--- src/rtl/mem_arbiter.sv ---
// Two-port (fetch / data) arbiter onto a single shared memory port.
// Round-robin tie break, per-access timeout, all outputs registered.
module mem_arbiter #(
  parameter int TIMEOUT = 15
) (
  input  logic        clk,
  input  logic        rst,
  input  logic        i_req,
  input  logic [31:0] i_addr,
  output logic        i_gnt,
  output logic [63:0] i_rdata,
  output logic        i_done,
  input  logic        d_req,
  input  logic        d_we,
  input  logic [31:0] d_addr,
  input  logic [63:0] d_wdata,
  input  logic [1:0]  d_tam,
  output logic        d_gnt,
  output logic [63:0] d_rdata,
  output logic        d_done,
  output logic        mem_req,
  output logic        mem_we,
  output logic [31:0] mem_addr,
  output logic [63:0] mem_wdata,
  output logic [1:0]  mem_tam,
  input  logic [63:0] mem_rdata,
  input  logic        mem_ack,
  output logic        err,
  output logic        busy
);

  typedef enum logic [1:0] {
    IDLE   = 2'b00,
    BUSY_I = 2'b01,
    BUSY_D = 2'b10,
    RESP   = 2'b11
  } state_t;

  localparam logic [3:0] TIMEOUT_C = 4'(TIMEOUT);
  localparam logic       PORT_I    = 1'b0;
  localparam logic       PORT_D    = 1'b1;

  state_t      state_q, state_d;
  logic        last_q, last_d;
  logic [3:0]  cnt_q, cnt_d;
  logic        mem_req_q, mem_req_d;
  logic        mem_we_q, mem_we_d;
  logic [31:0] mem_addr_q, mem_addr_d;
  logic [63:0] mem_wdata_q, mem_wdata_d;
  logic [1:0]  mem_tam_q, mem_tam_d;
  logic        i_gnt_q, i_gnt_d;
  logic        d_gnt_q, d_gnt_d;
  logic        i_done_q, i_done_d;
  logic        d_done_q, d_done_d;
  logic [63:0] i_rdata_q, i_rdata_d;
  logic [63:0] d_rdata_q, d_rdata_d;
  logic        err_q, err_d;
  logic        busy_q, busy_d;
  logic        pick_d_s;

  // State and output registers
  always_ff @(posedge clk or negedge rst) begin
    if (!rst) begin
      state_q     <= IDLE;
      last_q      <= PORT_I;
      cnt_q       <= 4'd0;
      mem_req_q   <= 1'b0;
      mem_we_q    <= 1'b0;
      mem_addr_q  <= 32'd0;
      mem_wdata_q <= 64'd0;
      mem_tam_q   <= 2'b00;
      i_gnt_q     <= 1'b0;
      d_gnt_q     <= 1'b0;
      i_done_q    <= 1'b0;
      d_done_q    <= 1'b0;
      i_rdata_q   <= 64'd0;
      d_rdata_q   <= 64'd0;
      err_q       <= 1'b0;
      busy_q      <= 1'b0;
    end else begin
      state_q     <= state_d;
      last_q      <= last_d;
      cnt_q       <= cnt_d;
      mem_req_q   <= mem_req_d;
      mem_we_q    <= mem_we_d;
      mem_addr_q  <= mem_addr_d;
      mem_wdata_q <= mem_wdata_d;
      mem_tam_q   <= mem_tam_d;
      i_gnt_q     <= i_gnt_d;
      d_gnt_q     <= d_gnt_d;
      i_done_q    <= i_done_d;
      d_done_q    <= d_done_d;
      i_rdata_q   <= i_rdata_d;
      d_rdata_q   <= d_rdata_d;
      err_q       <= err_d;
      busy_q      <= busy_d;
    end
  end

  // Next-state and next-output logic
  always_comb begin
    state_d     = state_q;
    last_d      = last_q;
    cnt_d       = cnt_q;
    mem_req_d   = mem_req_q;
    mem_we_d    = mem_we_q;
    mem_addr_d  = mem_addr_q;
    mem_wdata_d = mem_wdata_q;
    mem_tam_d   = mem_tam_q;
    i_gnt_d     = 1'b0;
    d_gnt_d     = 1'b0;
    i_done_d    = 1'b0;
    d_done_d    = 1'b0;
    i_rdata_d   = i_rdata_q;
    d_rdata_d   = d_rdata_q;
    err_d       = 1'b0;
    // On a tie the port that was not served last wins
    pick_d_s    = d_req & (~i_req | (last_q == PORT_I));

    case (state_q)
      IDLE: begin
        if (i_req || d_req) begin
          mem_req_d = 1'b1;
          cnt_d     = 4'd0;
          if (pick_d_s) begin
            state_d     = BUSY_D;
            d_gnt_d     = 1'b1;
            mem_we_d    = d_we;
            mem_addr_d  = d_addr;
            mem_wdata_d = d_wdata;
            mem_tam_d   = d_tam;
          end else begin
            state_d     = BUSY_I;
            i_gnt_d     = 1'b1;
            mem_we_d    = 1'b0;
            mem_addr_d  = i_addr;
            mem_wdata_d = 64'd0;
            mem_tam_d   = 2'b00;
          end
        end else begin
          state_d = IDLE;
        end
      end
      BUSY_I, BUSY_D: begin
        // An ack wins over the timeout when both land in the same cycle
        if (mem_ack) begin
          state_d   = RESP;
          mem_req_d = 1'b0;
          err_d     = 1'b0;
          if (state_q == BUSY_I) begin
            i_done_d  = 1'b1;
            i_rdata_d = mem_rdata;
          end else begin
            d_done_d  = 1'b1;
            d_rdata_d = mem_rdata;
          end
        end else if (cnt_q == TIMEOUT_C) begin
          state_d   = RESP;
          mem_req_d = 1'b0;
          err_d     = 1'b1;
          if (state_q == BUSY_I) begin
            i_done_d  = 1'b1;
            i_rdata_d = 64'd0;
          end else begin
            d_done_d  = 1'b1;
            d_rdata_d = 64'd0;
          end
        end else begin
          cnt_d = cnt_q + 4'd1;
        end
      end
      RESP: begin
        state_d = IDLE;
        last_d  = d_done_q ? PORT_D : PORT_I;
      end
      default: begin
        state_d   = IDLE;
        mem_req_d = 1'b0;
      end
    endcase

    busy_d = (state_d != IDLE);
  end

  assign i_gnt     = i_gnt_q;
  assign d_gnt     = d_gnt_q;
  assign i_done    = i_done_q;
  assign d_done    = d_done_q;
  assign i_rdata   = i_rdata_q;
  assign d_rdata   = d_rdata_q;
  assign mem_req   = mem_req_q;
  assign mem_we    = mem_we_q;
  assign mem_addr  = mem_addr_q;
  assign mem_wdata = mem_wdata_q;
  assign mem_tam   = mem_tam_q;
  assign err       = err_q;
  assign busy      = busy_q;

endmodule

--- config.mk ---
export PLATFORM = sky130hd
export DESIGN_NAME = mem_arbiter
export DESIGN_NICKNAME = d
export VERILOG_FILES = /design/src/rtl/mem_arbiter.sv
export SDC_FILE = /design/constraint.sdc
export NUM_CORES = 1
export LEC_CHECK = 0
export CAP_MARGIN = 0
export CORE_AREA = 2 2 170 172
export CTS_CLUSTER_SIZE = 12
export DETAILED_ROUTE_END_ITERATION = 8
export DIE_AREA = 0 0 172 174
export PLACE_DENSITY = 0.69
export RECOVER_POWER = 50
export REMOVE_ABC_BUFFERS = 1
export SYNTH_ARGS = -nofsm -noshare
export SYNTH_HDL_FRONTEND = slang
export SYNTH_SLANG_ARGS = --single-unit
--- constraint.sdc ---
create_clock -name clk -period 1.6 [get_ports clk]
set_input_delay 0.4 -clock clk [delete_from_list [all_inputs] [get_ports clk]]
set_output_delay 0.4 -clock clk [all_outputs]
set_load 0.01 [all_outputs]
==> flow_summary.yaml, run 1 <==
clock_network:
  clock_latency_ns: 0.53
  cts_buffers: 26
  h-tree-depth: 1
  path_clk_slew_ns: 0.06
  root_buffer: "clkbuf_16"
  cts_tree: "done"
  clock_path_buffers: 3
  clock_sinks: 241
power:
  internal_power_mw: 19.30
  p_comb_share_pct: 45.8
  irDropWorstVdd_mv: 1.028
  pwr-share-seq_pct: 35.4
  clkPwrFrac_pct: 18.8
  switching_share_pct: 35.06
  p_leak_nw: 6.648
  power.net_switching_mw: 10.42
  power.density_nw_per_um2: 1995
  finalPower_mw: 29.72
worst_setup_path:
  cp_cell_sequence: "clkdlybuf4s15_1"
  crit_fanout: 2
  critPathBufInv: 1
  cp.arrival_ns: 1.18
  ff2ff_setup_slack_ns: 0.05
  required_ns: 1.20
  crit_slowest_cell: "dfrtp_1"
  start_kind: "flip-flop"
  critical-path-top-delay-family: "flip-flops"
  end_kind: "output pin"
  slowest_delay_ns: 0.39
  worstSetupPathType: "reg2out"
floorplan:
  coreArea_um2: 28240
  start_util_pct: 32.38
  io-pin-count: 434
  die_h_um: 174
  die_w_um: 172
  row_count: 62
  dieArea_um2: 29930
cells_and_area:
  regArea_um2: 6031
  num-fill-cells: 2475
  drive_above_1_share_pct: 19.60
  multi_input_area_um2: 2845
  fin_nets: 1294
  area_delta_synth_final_pct: 62.90
  final_area_um2: 14900
  post-route-util_pct: 52.75
  final_cells: 1487
synthesis:
  seq_area_frac_synth_pct: 65.96
  ys_ff_latch: 241
  synth_edf_count: 0
  syn_area_um2: 9144
  syn_area_per_cell_um2: 14.58
  yosysWarnings: 0
  netlist-cell-type-count: 34
  synthArstFlopShare_pct: 100.0
  ys.flop_type: "dfrtp_1"
  syn_inst: 627
sta:
  rsz0062_at_grt: "true"
  relSlewSlack_pct: 53.40
  max_clock_freq_ghz: 0.6344
  worst_pin_slew_ns: 0.6991
  period_needed_ns: 1.576
  setup_viol: 0
  hold_viol: 0
  period_share_pct: 98.53
  worst_hold_slack_ns: 0.3144
  skew_ns: 0.01301
  report.final.slew_viol_count: 0
routing:
  drt_first_pass_iters: 4
  drt_wl_total_um: 32040
  drtIter0Drc: 484
  via_per_inst: 5.302
  wire_per_inst_um: 21.55
  vias: 7884
  route.antenna.remaining_nets: 0
  post-route-drc-count: 0
run_status:
  outcome: "completed"
grt:
  grt_pass1_vias: 8148
  grt_pass1_wl_um: 46850
  grt_overflow: 0
  busiest_layer: "met2"
  antenna_found_initial: 1
  met2_usage_pct: 36.03
  use_met3_pct: 6.284
  track_usage_pct: 20.09
  grtUsageMet1_pct: 22.40
  grt_max_degree: 96
min_path:
  hold_class: "in2reg"
placed_design:
  gp_congestion: 0.8056
  hpwl_um: 22080
  dpl_cell_area_um2: 14180
  io_buffers: 433
  dpl.cell_count: 1426
run:
  cap_violations: 0
-- kinds of logic after synthesis --
logic type      share of synthesized area (%)
compound gates                          25.37
fa+ha+maj                              0.6842
mux                                    0.3558
simple gates                            3.722
buf+inv                                 3.914
flops                                   65.96
-- final cells by class --
| cell class | instances | share of cell area (%) |
|---|---|---|
| multi-input cells | 311 | 19.10 |
| diodes | 1 | 0.01680 |
| repair buffers | 502 | 31.74 |
| inverters | 7 | 0.1764 |
| flip-flops and latches | 241 | 40.49 |
| clock inverters | 6 | 0.2436 |
| well taps | 384 | 3.226 |
| clock buffers | 35 | 5.006 |
-- final timing paths --
kind,depth (start not counted),start,end
max,1,i_rdata[50],i_rdata[50]
min,4,mem_ack,cnt_q[3]
max reg2reg,7,state_q[1],i_rdata[39]
min reg2reg,1,i_rdata[34],i_rdata[34]
max in group asynchronous,3,rst,mem_wdata[2]
min in group asynchronous,2,rst,d_rdata[18]
-- state kept, by name, summed over array words and instances, names as in the netlist, 2 cells and up --
| register | cells |
|---|---|
| mem_tam | 2 |
| cnt_q | 4 |
| mem_addr | 32 |
| i_rdata | 64 |
| state_q | 2 |
| d_rdata | 64 |
| mem_wdata | 64 |
-- cells in the mapped netlist (all sizes together) (2+ instances only) --
master / n / share of area, %
a221o: 32 / 3.5
a22o: 67 / 6.4
a31o: 2 / 0.19
a32o: 128 / 14
and2: 33 / 2.3
and3: 2 / 0.14
buf: 44 / 2.6
clkbuf: 24 / 0.99
dfrtp: 241 / 66
ha: 5 / 0.68
inv: 7 / 0.29
mux2: 2 / 0.25
nand2: 4 / 0.16
nand3: 4 / 0.22
nand4b: 2 / 0.19
nor2: 2 / 0.082
nor2b: 4 / 0.27
o211ai: 3 / 0.25
o21ai: 9 / 0.49
-- routing by layer --
layer	vias to the layer above	part of all wire, %
met5	-	0
met4	0	2.7
met3	48	9.0
met2	352	51
met1	4030	37
li1	3454	-
-- layout by cell type, fill, tap and decap left out, types with 2 or more instances in the layout --
cell type | synthesis | final
ha_1 | 5 | 3
nand4b_1 | 2 | 2
nor2b_1 | 4 | 2
nand3_1 | 4 | 4
clkbuf_1 | 24 | 5
mux2_2 | 2 | 2
dfrtp_1 | 241 | 241
clkbuf_4 | 0 | 2
a221o_1 | 32 | 32
clkinv_2 | 0 | 4
ha_4 | 0 | 2
o211ai_1 | 3 | 3
and2_1 | 33 | 32
clkdlybuf4s15_2 | 0 | 20
clkbuf_16 | 0 | 29
inv_2 | 0 | 2
buf_2 | 31 | 17
nand2_1 | 4 | 2
buf_12 | 0 | 10
clkdlybuf4s15_1 | 0 | 141
buf_16 | 0 | 2
clkbuf_2 | 0 | 59
inv_1 | 7 | 5
a22o_1 | 67 | 67
buf_4 | 0 | 43
a32o_1 | 128 | 127
clkdlybuf4s50_1 | 0 | 197
clkbuf_8 | 0 | 4
buf_6 | 5 | 6
o21ai_0 | 8 | 8
nor2_1 | 2 | 2
-- power by group through the flow --
stage | combinational (mW) | sequential (mW) | clock (mW)
5_1_grt | 14.6 | 10.8 | 6.00
6_report | 13.6 | 10.5 | 5.59
2_1_floorplan | 4.09 | 11.6 | 0
3_5_place_dp | 14.9 | 10.6 | 0
4_1_cts | 13.9 | 10.5 | 5.74
3_3_place_gp | 14.6 | 10.5 | 0
-- per-stage QoR --
step | setup WS (ns) | setup TNS, ns
finish | 0.02359 | 0
CTS | -0.01721 | -0.01877
detailed placement | -0.3957 | -40.83
floorplan | -3.828 | -627.59
global placement | -0.3528 | -34.87
global route | -0.02865 | -0.7651
-- repair_timing --
action,in CTS,in global routing
resized for setup,523,78
hold buffers,1,0
endpoints found under the setup margin,419,147
pin swaps,1,2
buffers inserted,10,2
hold endpoints to repair,31,0
cloned,2,4
No activity file was read; power rests on OpenSTA's default activity.
==> run 2: changes to the inputs <==
- CELL_PAD_IN_SITES_DETAIL_PLACEMENT: not set -> 0
- CELL_PAD_IN_SITES_GLOBAL_PLACEMENT: not set -> 2
- CORE_AREA: 2 2 170 172 -> not set
- CORE_MARGIN: not set -> 2
- CORE_UTILIZATION: not set -> 23
- DIE_AREA: 0 0 172 174 -> not set
- PLACE_DENSITY: 0.69 -> not set
- PLACE_DENSITY_LB_ADDON: not set -> 0.1
- RECOVER_POWER: 50 -> not set
==> run 2 against run 1 <==
Net effect:
- first-iteration DRC count shrank 38%
- non-clock buffer count grew 24
- clock skew grew 0.0083 ns
- hold slack lost 0.074 ns
- critical path type is now reg2reg
- via count shrank 1.5%
- count of clock-buffer cells in the layout grew 12
- final cell count grew 12%
- sequential power is essentially flat
- die area grew 38%
- worst setup slack lost 0.0025 ns
==> flow_summary.yaml, run 2 (synthesis results as in run 1) <==
sta:
  hold_viol: 0
  worst_hold_slack_ns: 0.2409
  relSlewSlack_pct: 63.21
  setup_viol: 0
  rsz0062_at_grt: "true"
  report.final.slew_viol_count: 0
  worst_pin_slew_ns: 0.5519
  worst_slack_ns: 0.02110
  period_needed_ns: 1.579
  skew_ns: 0.02129
  max_clock_freq_ghz: 0.6334
  period_share_pct: 98.68
worst_setup_path:
  cp.arrival_ns: 2.02
  cp_cell_sequence: "inv_2 > ha_4 > and2_4 > nand2_8 > clkbuf_16 > a32o_1"
  end_kind: "flip-flop"
  required_ns: 2.05
  slowest_delay_ns: 0.38
  start_kind: "flip-flop"
  crit_slowest_cell: "dfrtp_1"
  worstSetupPathType: "reg2reg"
  crit_fanout: 8
grt:
  use_met3_pct: 7.319
  grt_pass1_wl_um: 52880
  track_usage_pct: 16.79
  grt_overflow: 0
  grt_pass1_vias: 8107
  grt_max_degree: 62
  antenna_found_initial: 6
  met2_usage_pct: 26.73
  grtUsageMet1_pct: 20.93
  busiest_layer: "met2"
run:
  cap_violations: 0
clock_network:
  cts_buffers: 29
  cts_tree: "done"
  root_buffer: "clkbuf_16"
  h-tree-depth: 1
  path_clk_slew_ns: 0.06
  clock_path_buffers: 3
  clock_latency_ns: 0.57
  clock_sinks: 241
power:
  switching_share_pct: 35.32
  power.net_switching_mw: 10.84
  p_comb_share_pct: 44.2
  p_leak_nw: 6.960
  irDropWorstVdd_mv: 0.9639
  power.density_nw_per_um2: 2046
  pwr-share-seq_pct: 34.0
  internal_power_mw: 19.86
  clkPwrFrac_pct: 21.8
routing:
  drt_wl_total_um: 36570
  vias: 7762
  via_per_inst: 4.659
  route.antenna.remaining_nets: 0
  post-route-drc-count: 0
  drt_first_pass_iters: 4
  wire_per_inst_um: 21.95
  drtIter0Drc: 300
cells_and_area:
  area_delta_synth_final_pct: 64.16
  fin_nets: 1321
  final_cell_mix: "241 x dfrtp_1, 199 x buf_2, 197 x clkdlybuf4s50_1"
  drive_above_1_share_pct: 33.83
  final_common_cell: "dfrtp_1"
  num-fill-cells: 3917
floorplan:
  die_h_um: 203.4
  coreArea_um2: 39460
  dieArea_um2: 41370
  io-pin-count: 434
  die_w_um: 203.4
  start_util_pct: 23.17
  row_count: 73
placed_design:
  gp_congestion: 0.7712
  dp_slack_ns: -0.3040
  io_buffers: 433
  hpwl_um: 24970
min_path:
  hold_class: "in2reg"
run_status:
  outcome: "completed"
## run 2: cell types whose count changed in the layout (fill, tap and decap cells not counted), sizes merged
| cell | before | now |
|---|---|---|
| clkdlybuf4s15 | 161 | 25 |
| inv | 7 | 8 |
| buf | 79 | 290 |
| bufinv | 0 | 2 |
| clkinvlp | 1 | 0 |
| clkinv | 5 | 3 |
| clkbuf | 99 | 60 |
| diode | 1 | 3 |
## run 2: metrics by stage
| stage | cell area, µm² | power [mW] | utilization, % | TNS, ns | std cells |
|---|---|---|---|---|---|
| after CTS | 15040 | 31.22 | 38.12 | -0.05670 | 1654 |
| after global placement | 14660 | 25.82 | 37.14 | -29.85 | 1588 |
| final | 15010 | 30.71 | 38.04 | 0 | 1666 |
| after global routing | 15000 | 32.62 | 38.02 | -3.157 | 1663 |
| after floorplan | 8812 | 15.69 | - | -627.59 | 559 |
| after detailed placement | 14660 | 25.81 | 37.14 | -33.38 | 1588 |
## run 2: critical path: cells and delay by family, from the launching register on
| family | cells | cell delay, ns |
|---|---|---|
| AO/OA/AOI/OAI | 1 | 0.21 |
| adder cells (fa/ha/maj) | 1 | 0.27 |
| buffers and inverters | 2 | 0.27 |
| flip-flops | 1 | 0.38 |
| AND/OR/NAND/NOR | 2 | 0.34 |
## run 2: power groups by stage
stage / sequential, mW / combinational, mW / clock (mW)
2_1_floorplan: 11.6 / 4.09 / 0
3_3_place_gp: 10.6 / 15.2 / 0
3_5_place_dp: 10.5 / 15.3 / 0
4_1_cts: 10.5 / 13.8 / 6.95
5_1_grt: 10.8 / 14.7 / 7.17
6_report: 10.4 / 13.6 / 6.70
## run 2: layer usage
layer  share of wire (%)  vias to the layer above
met5                0.16                        -
met4                 1.5                       10
met3                  11                       39
met2                  45                      346
met1                  42                     3862
li1                    -                     3505
## run 2: path summary, 6_finish.rpt
check | start | endpoint | slack (ns) | depth (start not counted)
max reg2reg | state_q[0] | i_rdata[26] | 0.02 | 6
min in group asynchronous | rst | i_rdata[57] | 0.39 | 2
min | mem_ack | cnt_q[3] | 0.24 | 4
max in group asynchronous | rst | i_rdata[2] | 0.63 | 3
max | state_q[0] | i_rdata[26] | 0.02 | 6
min reg2reg | d_rdata[41] | d_rdata[41] | 0.48 | 1
## run 2: cell type report
class	instances	area (µm²)	share of cell area (%)
clock inverters	6	83.83	0.5585
multi-input cells	311	2835	18.89
flip-flops and latches	241	6031	40.18
well taps	525	656.9	4.376
inverters	7	26.28	0.1750
repair buffers	526	4477	29.82
clock buffers	47	893.4	5.952
diodes	3	7.507	0.05001
## run 2: repair_timing
item                       CTS  global route
pin swaps                    1             5
setup endpoints to repair  450           115
setup buffers                7             7
gates resized for setup    892            30
gates cloned                 5             4
hold endpoints to repair    34             0
hold buffers                 1             0
